[src/rtl/bist_pkg.sv]
`default_nettype none
// ============================================================================
//  Module      : bist_pkg
//  Description : Shared types and March C- element descriptors for the
//                march_sequencer BIST controller.
//                Descriptor vectors are indexed by element number (bit e
//                describes element e). Bits 6 and 7 are padding, so that a
//                3-bit element index can never select outside the vector.
//  Revision    : 1.0  initial release
// ============================================================================
package bist_pkg;

    typedef enum logic [2:0] {
        S_IDLE  = 3'd0,
        S_WRITE = 3'd1,
        S_READ  = 3'd2,
        S_CHECK = 3'd3,
        S_NEXT  = 3'd4,
        S_DONE  = 3'd5
    } state_t;

    localparam int         MARCH_LEN = 6;
    localparam logic [2:0] LAST_ELEM = 3'(MARCH_LEN - 1);

    // E0 up(w0) E1 up(r0,w1) E2 up(r1,w0) E3 down(r0,w1) E4 down(r1,w0) E5 up(r0)
    localparam logic [7:0] ELEM_DOWN      = 8'b0001_1000;
    localparam logic [7:0] ELEM_HAS_READ  = 8'b0011_1110;
    localparam logic [7:0] ELEM_RD_VAL    = 8'b0001_0100;  // 1 = expect all ones
    localparam logic [7:0] ELEM_HAS_WRITE = 8'b0001_1111;
    localparam logic [7:0] ELEM_WR_VAL    = 8'b0000_1010;  // 1 = write all ones

    function automatic logic is_last_elem(input logic [2:0] e);
        return e == LAST_ELEM;
    endfunction

endpackage
`default_nettype wire

[src/rtl/march_sequencer_if.sv]
`default_nettype none
// ============================================================================
//  Module      : march_sequencer_if
//  Description : Memory-side bus between the BIST sequencer and the memory.
//                master : sequencer (drives address, data, strobes)
//                slave  : memory    (returns read data one cycle after mem_rd)
//  Signals     : mem_addr, mem_din, mem_wr, mem_rd, mem_dout
//  Revision    : 1.0  initial release
// ============================================================================
interface march_sequencer_if #(
    parameter int DATA_WIDTH = 4,
    parameter int AD_WIDTH   = 4
) ();
    logic [AD_WIDTH-1:0]   mem_addr;
    logic [DATA_WIDTH-1:0] mem_din;
    logic                  mem_wr;
    logic                  mem_rd;
    logic [DATA_WIDTH-1:0] mem_dout;

    modport master (output mem_addr, output mem_din, output mem_wr,
                    output mem_rd, input mem_dout);
    modport slave  (input mem_addr, input mem_din, input mem_wr,
                    input mem_rd, output mem_dout);
endinterface
`default_nettype wire

[src/rtl/march_addr_cnt.sv]
`default_nettype none
// ============================================================================
//  Module      : march_addr_cnt
//  Description : Up/down address counter for one March element.
//                load  : latch direction, go to first address (0 or N-1)
//                step  : advance one address in the latched direction
//                last  : current address is the terminal one for the element
//  Ports       : clk, rst, load, load_down, step -> addr, last
//  Revision    : 1.0  initial release
// ============================================================================
module march_addr_cnt #(
    parameter int AD_WIDTH = 4
) (
    input  wire logic                clk,
    input  wire logic                rst,
    input  wire logic                load,
    input  wire logic                load_down,
    input  wire logic                step,
    output logic [AD_WIDTH-1:0]      addr,
    output logic                     last
);
    logic [AD_WIDTH-1:0] r_addr;
    logic                r_down;

    always_ff @(posedge clk) begin
        if (rst) begin
            r_addr <= '0;
            r_down <= 1'b0;
        end else if (load) begin
            r_down <= load_down;
            r_addr <= load_down ? '1 : '0;
        end else if (step) begin
            r_addr <= r_down ? (r_addr - 1'b1) : (r_addr + 1'b1);
        end
    end

    // The terminal compare is the only exit; the sequencer never steps past it.
    assign last = r_down ? (r_addr == '0) : (r_addr == '1);
    assign addr = r_addr;

endmodule
`default_nettype wire

[src/rtl/march_sequencer.sv]
`default_nettype none
// ============================================================================
//  Module      : march_sequencer
//  Description : March C- BIST controller. Drives the memory directly,
//                compares read data against the element background and
//                reports pass/fail, first-failure address/element and a
//                saturating error count.
//  Ports       : clk, rst, start, stop_on_fail        control
//                mem (march_sequencer_if.master)      memory bus
//                busy, done, fail, fail_addr,
//                fail_elem, err_count                 status
//  Revision    : 1.0  initial release
// ============================================================================
module march_sequencer
    import bist_pkg::*;
#(
    parameter int DATA_WIDTH    = 4,
    parameter int AD_WIDTH      = 4,
    parameter int ERR_CNT_WIDTH = 8
) (
    input  wire logic                  clk,
    input  wire logic                  rst,
    input  wire logic                  start,
    input  wire logic                  stop_on_fail,
    march_sequencer_if.master          mem,
    output logic                       busy,
    output logic                       done,
    output logic                       fail,
    output logic [AD_WIDTH-1:0]        fail_addr,
    output logic [2:0]                 fail_elem,
    output logic [ERR_CNT_WIDTH-1:0]   err_count
);
    state_t                   r_state, w_next;
    logic [2:0]               r_elem;
    logic                     r_stop;
    logic                     r_fail;
    logic [ERR_CNT_WIDTH-1:0] r_err;
    logic [AD_WIDTH-1:0]      r_faddr;
    logic [2:0]               r_felem;

    logic                     w_start, w_load, w_load_down, w_step;
    logic                     w_wr, w_rd, w_mismatch;
    logic [DATA_WIDTH-1:0]    w_din, w_exp;
    logic [2:0]               w_elem_nxt;
    logic [AD_WIDTH-1:0]      w_addr;
    logic                     w_last;

    march_addr_cnt #(.AD_WIDTH(AD_WIDTH)) u_addr_cnt (
        .clk       (clk),
        .rst       (rst),
        .load      (w_load),
        .load_down (w_load_down),
        .step      (w_step),
        .addr      (w_addr),
        .last      (w_last)
    );

    assign w_elem_nxt = r_elem + 3'd1;
    assign w_exp      = {DATA_WIDTH{ELEM_RD_VAL[r_elem]}};

    always_comb begin
        w_next      = r_state;
        w_start     = 1'b0;
        w_load      = 1'b0;
        w_load_down = 1'b0;
        w_step      = 1'b0;
        w_wr        = 1'b0;
        w_rd        = 1'b0;
        w_din       = '0;
        w_mismatch  = 1'b0;
        case (r_state)
            S_IDLE, S_DONE: begin
                if (start) begin
                    w_start = 1'b1;
                    w_load  = 1'b1;   // E0 is an up element
                    w_next  = S_WRITE;
                end
            end
            S_WRITE: begin
                w_wr  = 1'b1;
                w_din = {DATA_WIDTH{ELEM_WR_VAL[r_elem]}};
                if (w_last) w_next = S_NEXT;
                else        w_step = 1'b1;
            end
            S_READ: begin
                w_rd   = 1'b1;
                w_next = S_CHECK;
            end
            S_CHECK: begin
                // Read data arrives this cycle; the complement write shares it.
                w_mismatch = (mem.mem_dout != w_exp);
                if (w_mismatch && r_stop) begin
                    w_next = S_DONE;
                end else begin
                    w_wr  = ELEM_HAS_WRITE[r_elem];
                    w_din = w_wr ? {DATA_WIDTH{ELEM_WR_VAL[r_elem]}} : '0;
                    if (w_last) begin
                        w_next = is_last_elem(r_elem) ? S_DONE : S_NEXT;
                    end else begin
                        w_step = 1'b1;
                        w_next = S_READ;
                    end
                end
            end
            S_NEXT: begin
                w_load      = 1'b1;
                w_load_down = ELEM_DOWN[w_elem_nxt];
                w_next      = ELEM_HAS_READ[w_elem_nxt] ? S_READ : S_WRITE;
            end
            default: w_next = S_IDLE;
        endcase
    end

    always_ff @(posedge clk) begin
        if (rst) begin
            r_state <= S_IDLE;
            r_elem  <= '0;
            r_stop  <= 1'b0;
            r_fail  <= 1'b0;
            r_err   <= '0;
            r_faddr <= '0;
            r_felem <= '0;
        end else begin
            r_state <= w_next;
            if (w_start) begin
                r_elem  <= '0;
                r_stop  <= stop_on_fail;
                r_fail  <= 1'b0;
                r_err   <= '0;
                r_faddr <= '0;
                r_felem <= '0;
            end else begin
                if (r_state == S_NEXT) r_elem <= w_elem_nxt;
                if (w_mismatch) begin
                    r_fail <= 1'b1;
                    if (r_err != '1) r_err <= r_err + 1'b1;
                    if (!r_fail) begin
                        r_faddr <= w_addr;
                        r_felem <= r_elem;
                    end
                end
            end
        end
    end

    assign mem.mem_addr = w_addr;
    assign mem.mem_din  = w_din;
    assign mem.mem_wr   = w_wr;
    assign mem.mem_rd   = w_rd;

    assign busy      = (r_state == S_WRITE) || (r_state == S_READ) ||
                       (r_state == S_CHECK) || (r_state == S_NEXT);
    assign done      = (r_state == S_DONE);
    assign fail      = r_fail;
    assign fail_addr = r_faddr;
    assign fail_elem = r_felem;
    assign err_count = r_err;

endmodule
`default_nettype wire

[src/flat_wrapper.sv]
// flat-port wrapper written by rule: the top's interface ports become plain ports
module march_sequencer_flat import bist_pkg::*;
#(
    parameter int DATA_WIDTH    = 4,
    parameter int AD_WIDTH      = 4,
    parameter int ERR_CNT_WIDTH = 8
)
  (clk, rst, start, stop_on_fail, busy, done, fail, fail_addr, fail_elem, err_count, mem_mem_addr, mem_mem_din, mem_mem_wr, mem_mem_rd, mem_mem_dout);
  march_sequencer_if #(.DATA_WIDTH(DATA_WIDTH), .AD_WIDTH(AD_WIDTH)) mem_i ();
  input  wire logic clk;
  input  wire logic rst;
  input  wire logic start;
  input  wire logic stop_on_fail;
  output logic busy;
  output logic done;
  output logic fail;
  output logic [AD_WIDTH-1:0] fail_addr;
  output logic [2:0] fail_elem;
  output logic [ERR_CNT_WIDTH-1:0] err_count;
  output wire logic [$bits(mem_i.mem_addr)-1:0] mem_mem_addr;
  output wire logic [$bits(mem_i.mem_din)-1:0] mem_mem_din;
  output wire logic [$bits(mem_i.mem_wr)-1:0] mem_mem_wr;
  output wire logic [$bits(mem_i.mem_rd)-1:0] mem_mem_rd;
  input wire logic [$bits(mem_i.mem_dout)-1:0] mem_mem_dout;
  assign mem_mem_addr = mem_i.mem_addr;
  assign mem_mem_din = mem_i.mem_din;
  assign mem_mem_wr = mem_i.mem_wr;
  assign mem_mem_rd = mem_i.mem_rd;
  assign mem_i.mem_dout = mem_mem_dout;
  march_sequencer #(.DATA_WIDTH(DATA_WIDTH), .AD_WIDTH(AD_WIDTH), .ERR_CNT_WIDTH(ERR_CNT_WIDTH)) u_core (.clk(clk), .rst(rst), .start(start), .stop_on_fail(stop_on_fail), .mem(mem_i), .busy(busy), .done(done), .fail(fail), .fail_addr(fail_addr), .fail_elem(fail_elem), .err_count(err_count));
endmodule
[config.mk]
export PLATFORM = sky130hd
export DESIGN_NAME = march_sequencer_flat
export DESIGN_NICKNAME = d
export VERILOG_FILES = /design/src/rtl/bist_pkg.sv /design/src/rtl/march_sequencer_if.sv /design/src/rtl/march_addr_cnt.sv /design/src/rtl/march_sequencer.sv /design/src/flat_wrapper.sv
export SDC_FILE = /design/constraint.sdc
export NUM_CORES = 1
export LEC_CHECK = 0
export ABC_CLOCK_PERIOD_IN_PS = 1900
export CORE_MARGIN = 2
export CORE_UTILIZATION = 35
export CTS_BUF_LIST = sky130_fd_sc_hd__clkbuf_16
export DETAILED_ROUTE_END_ITERATION = 8
export GPL_ROUTABILITY_DRIVEN = 0
export PLACE_DENSITY = 0.6
export SLEW_MARGIN = 5
export SYNTH_ARGS = -nofsm -noshare
export SYNTH_HDL_FRONTEND = slang
export SYNTH_SLANG_ARGS = --single-unit
export TNS_END_PERCENT = 10
[constraint.sdc]
create_clock -name clk -period 1.9 [get_ports clk]
set_input_delay 0.19 -clock clk [delete_from_list [all_inputs] [get_ports clk]]
set_output_delay 0.19 -clock clk [all_outputs]
set_load 0.03 [all_outputs]
==> results.tsv <==
stage	metric	value	unit
clock_tree	cts_htree_levels	2	
global_route	first_global_vias	1710	
clock_tree	cts_hold_buf	0	
clock_tree	clock_path_buffers	2	
clock_tree	cts_buffers	5	
critical_path	endpoint_kind	output pin	
timing	setup_viol	4	
final_layout	fin_cells	358	
synth	yosysWarningCount	0	
routing	m1WireLength	2190	µm
synth	synth.cell_area	0.00177	mm²
timing	timing.final.ws_setup	-0.0241	ns
die	dieArea	0.00564	mm²
final_layout	final_net_count	305	
routing	wl_met3	138	µm
critical_path	arrival	1.73	ns
power_and_ir_drop	powerDensity	1100	mW/mm²
synth	ys_top_cells_by_area	dfxtp_1 35%, nand2_1 5.5%, a21oi_1 5.1%, o21ai_0 4.8%, ha_1 4.2%	
synth	ys_types	50	
timing	fin_skew	0.00204	ns
critical_path	reg2reg_to	u_core.r_state[0]	
synth	synth_edf_count	0	
synth	avgSynthCellArea	8.12	µm²
placement	detailed_place_hpwl	3330	µm
global_route	grt_max_degree	19	
power_and_ir_drop	peakVddDrop	0.000550	V
routing	drc	0	
critical_path	r2r_start	u_core.r_elem[0]	
timing	rsz0062_at_grt	true	
critical_path	critPathKind	flop to output pin	
timing	fmax	0.520	GHz
hold_path	worstHoldStart	stop_on_fail	
placement	dp.cells	349	
synth	ys_seq_area_share	35.1	%
hold_path	min_path_type	primary input to flop	
clock_tree	cts_root_buffer	clkbuf_16	
critical_path	reg2reg_slack	0.02	ns
die	fp.dieH	75.1	µm
outcome	violations	setup timing	
global_route	grt_overflow	0	
clock_tree	clock_latency	0.27	ns
timing	report.final.hold_viol_count	0	
clock_tree	cts_tree	built	
critical_path	cp-start-kind	flop	
hold_path	worst_hold_path.endpoint	u_core.r_stop	
die	initial_core_util	37.0	%
routing	first_iter_violations	72	
routing	drtPass1Iterations	4	
final_layout	nFillCells	464	
clock_tree	clkSinkCount	31	
routing	top_layer_used	met4	
final_layout	fin_util	56.5	%
final_layout	syn_to_final_growth	52.8	%
die	fp-row-count	25	
die	core_area	0.00479	mm²
routing	drt-total-wl	4540	µm
synth	yosysTopAreaCellShare	35.1	%
routing	wl_per_cell	12.7	µm
synth	synth_seq_cells	31	
hold_path	holdPathStages	3	
critical_path	worstPathMaxFanout	4	
job	cap_viol_max_count	0	
global_route	grtUsageTotal	18.4	%
critical_path	required	1.71	ns
routing	wl_met2	2180	µm
placement	portBuffers	35	
synth	yosysTopAreaCell	dfxtp_1	
critical_path	r2r_cells	7	
timing	period_needed	1.92	ns
routing	viasPerCell	4.92	
die	pin_count	36	
timing	holdWs	0.482	ns
global_route	grt_pass1_wl	7980	µm
outcome	status	finished with violations	
clock_tree	clk_pin_slew	0.05	ns
timing	max_slew_margin	57.0	%
synth	synthCells	218	
synth	synth_fp_nets	233	
final_layout	antennaDiodeCount	0	
power_and_ir_drop	p_leak	1.09	nW
routing	ant_nets	0	
die	die_w	75.1	µm
synth	synthFlopType	dfxtp_1	
final_layout	drive_gt1_share	26.5	%
timing	post-route-period-util	101	%
synth	synthArstFlopShare	0	%
global_route	antenna_found_initial	0	
routing	route.vias.total	1760	
timing	finalMaxSlewViolations	0	
timing	tightest_slew	0.640	ns
-- flip-flops by register name, indices dropped and copies added (netlist names), named ones only --
signal / flops
u_core.err_count: 8
u_core.r_state: 3
u_core.r_stop: 1
u_core.u_addr_cnt.r_down: 1
u_core.w_exp: 1
u_core.fail_elem: 3
u_core.fail: 1
u_core.r_elem: 3
u_core.fail_addr: 4
u_core.u_addr_cnt.addr: 4
-- layout by cell type (no fill, tap or decap), types with 5 or more instances in the layout --
master           synthesis  routed
a21oi_1                 18      17
buf_4                    4      42
buf_6                    1       5
clkbuf_16                0       5
clkdlybuf4s50_1          0      23
dfxtp_1                 31      29
ha_1                     6       6
inv_1                   12      12
nand2_1                 26      26
nand3_1                  6       6
nor2_1                  13      13
nor3_1                   6       5
o21ai_0                 17      15
o31ai_1                  6       6
xnor2_1                  5       5
-- critical path: stages (launching register included) --
cell and delay, ns:
dfxtp_2 0.31, or4_4 0.42, nor2_4 0.16, o21ai_2 0.09
a21boi_4 0.16, and2_4 0.19, buf_6 0.13
-- per-stage QoR --
stage	setup WS [ns]	cell area, µm²	total power, mW	TNS (ns)
after detailed placement	-0.339	2460	2.06	-5.87
after global routing	-0.122	2710	3.18	-0.610
after floorplan	-0.0300	1810	1.56	-0.0300
after global placement	-0.296	2460	2.06	-5.21
final	-0.0241	2710	2.98	-0.0959
after CTS	-0.103	2660	2.96	-0.484
-- worst max path at each step --
stage	from	slack, ns	end	cells past startpoint
final	u_core.w_exp[0]	-0.02	mem_mem_din[0]	6
after global routing	u_core.w_exp[0]	-0.12	mem_mem_din[2]	6
after CTS	u_core.w_exp[0]	-0.10	mem_mem_din[0]	6
after detailed placement	mem_mem_dout[0]	-0.34	u_core.fail_elem[1]	7
after global placement	mem_mem_dout[2]	-0.30	u_core.fail_addr[0]	7
after floorplan	u_core.r_elem[0]	-0.03	u_core.r_state[0]	7
-- kinds of logic after synthesis --
kind of cell | after synthesis | synth area share (%)
AND/OR/NAND/NOR | 84 | 24.7
AO/OA/AOI/OAI | 58 | 20.8
flip-flops | 31 | 35.1
buffers and inverters | 24 | 6.50
adder cells (fa/ha/maj) | 8 | 5.94
XOR/XNOR | 7 | 3.46
multiplexers | 6 | 3.53
-- layout make-up --
| cell class | count | area (µm²) | share of cell area (%) |
|---|---|---|---|
| inverters | 12 | 45.0 | 1.67 |
| multi-input cells | 163 | 1110 | 41.2 |
| clock buffers | 5 | 125 | 4.63 |
| well taps | 67 | 83.8 | 3.10 |
| repair buffers | 77 | 674 | 24.9 |
| flip-flops and latches | 31 | 623 | 23.0 |
| clock inverters | 3 | 38.8 | 1.43 |
-- what timing repair did --
item,in CTS,in global routing
pin swaps,4,7
buffers inserted,1,0
endpoints found under the hold margin,0,0
resized for setup,12,13
cloned,0,0
endpoints found under the setup margin,21,17
-- routing by layer --
layer	vias up	track usage (%)
li1	926	-
met1	802	24.2
met2	28	30.5
met3	4	3.61
met4	0	5.95
met5	-	0
-- synthesized netlist by cell type, types with 4 or more instances --
cell type and instances:
a21oi_1 18, and3_1 4, mux2i_1 4, ha_1 6
nand2_1 26, dfxtp_1 31, nor3_1 6, o31ai_1 6
nor2_1 13, o21ai_0 17, nand2b_1 4, xnor2_1 5
clkbuf_1 5, inv_1 12, nand3_1 6, buf_4 4
-- power breakdown --
group	switching (mW)	internal, mW
Combinational	0.666	0.606
Clock	0.277	0.610
Sequential	0.0942	0.728
Total	1.04	1.94
Note: power is estimated with default switching activity, not from simulation.
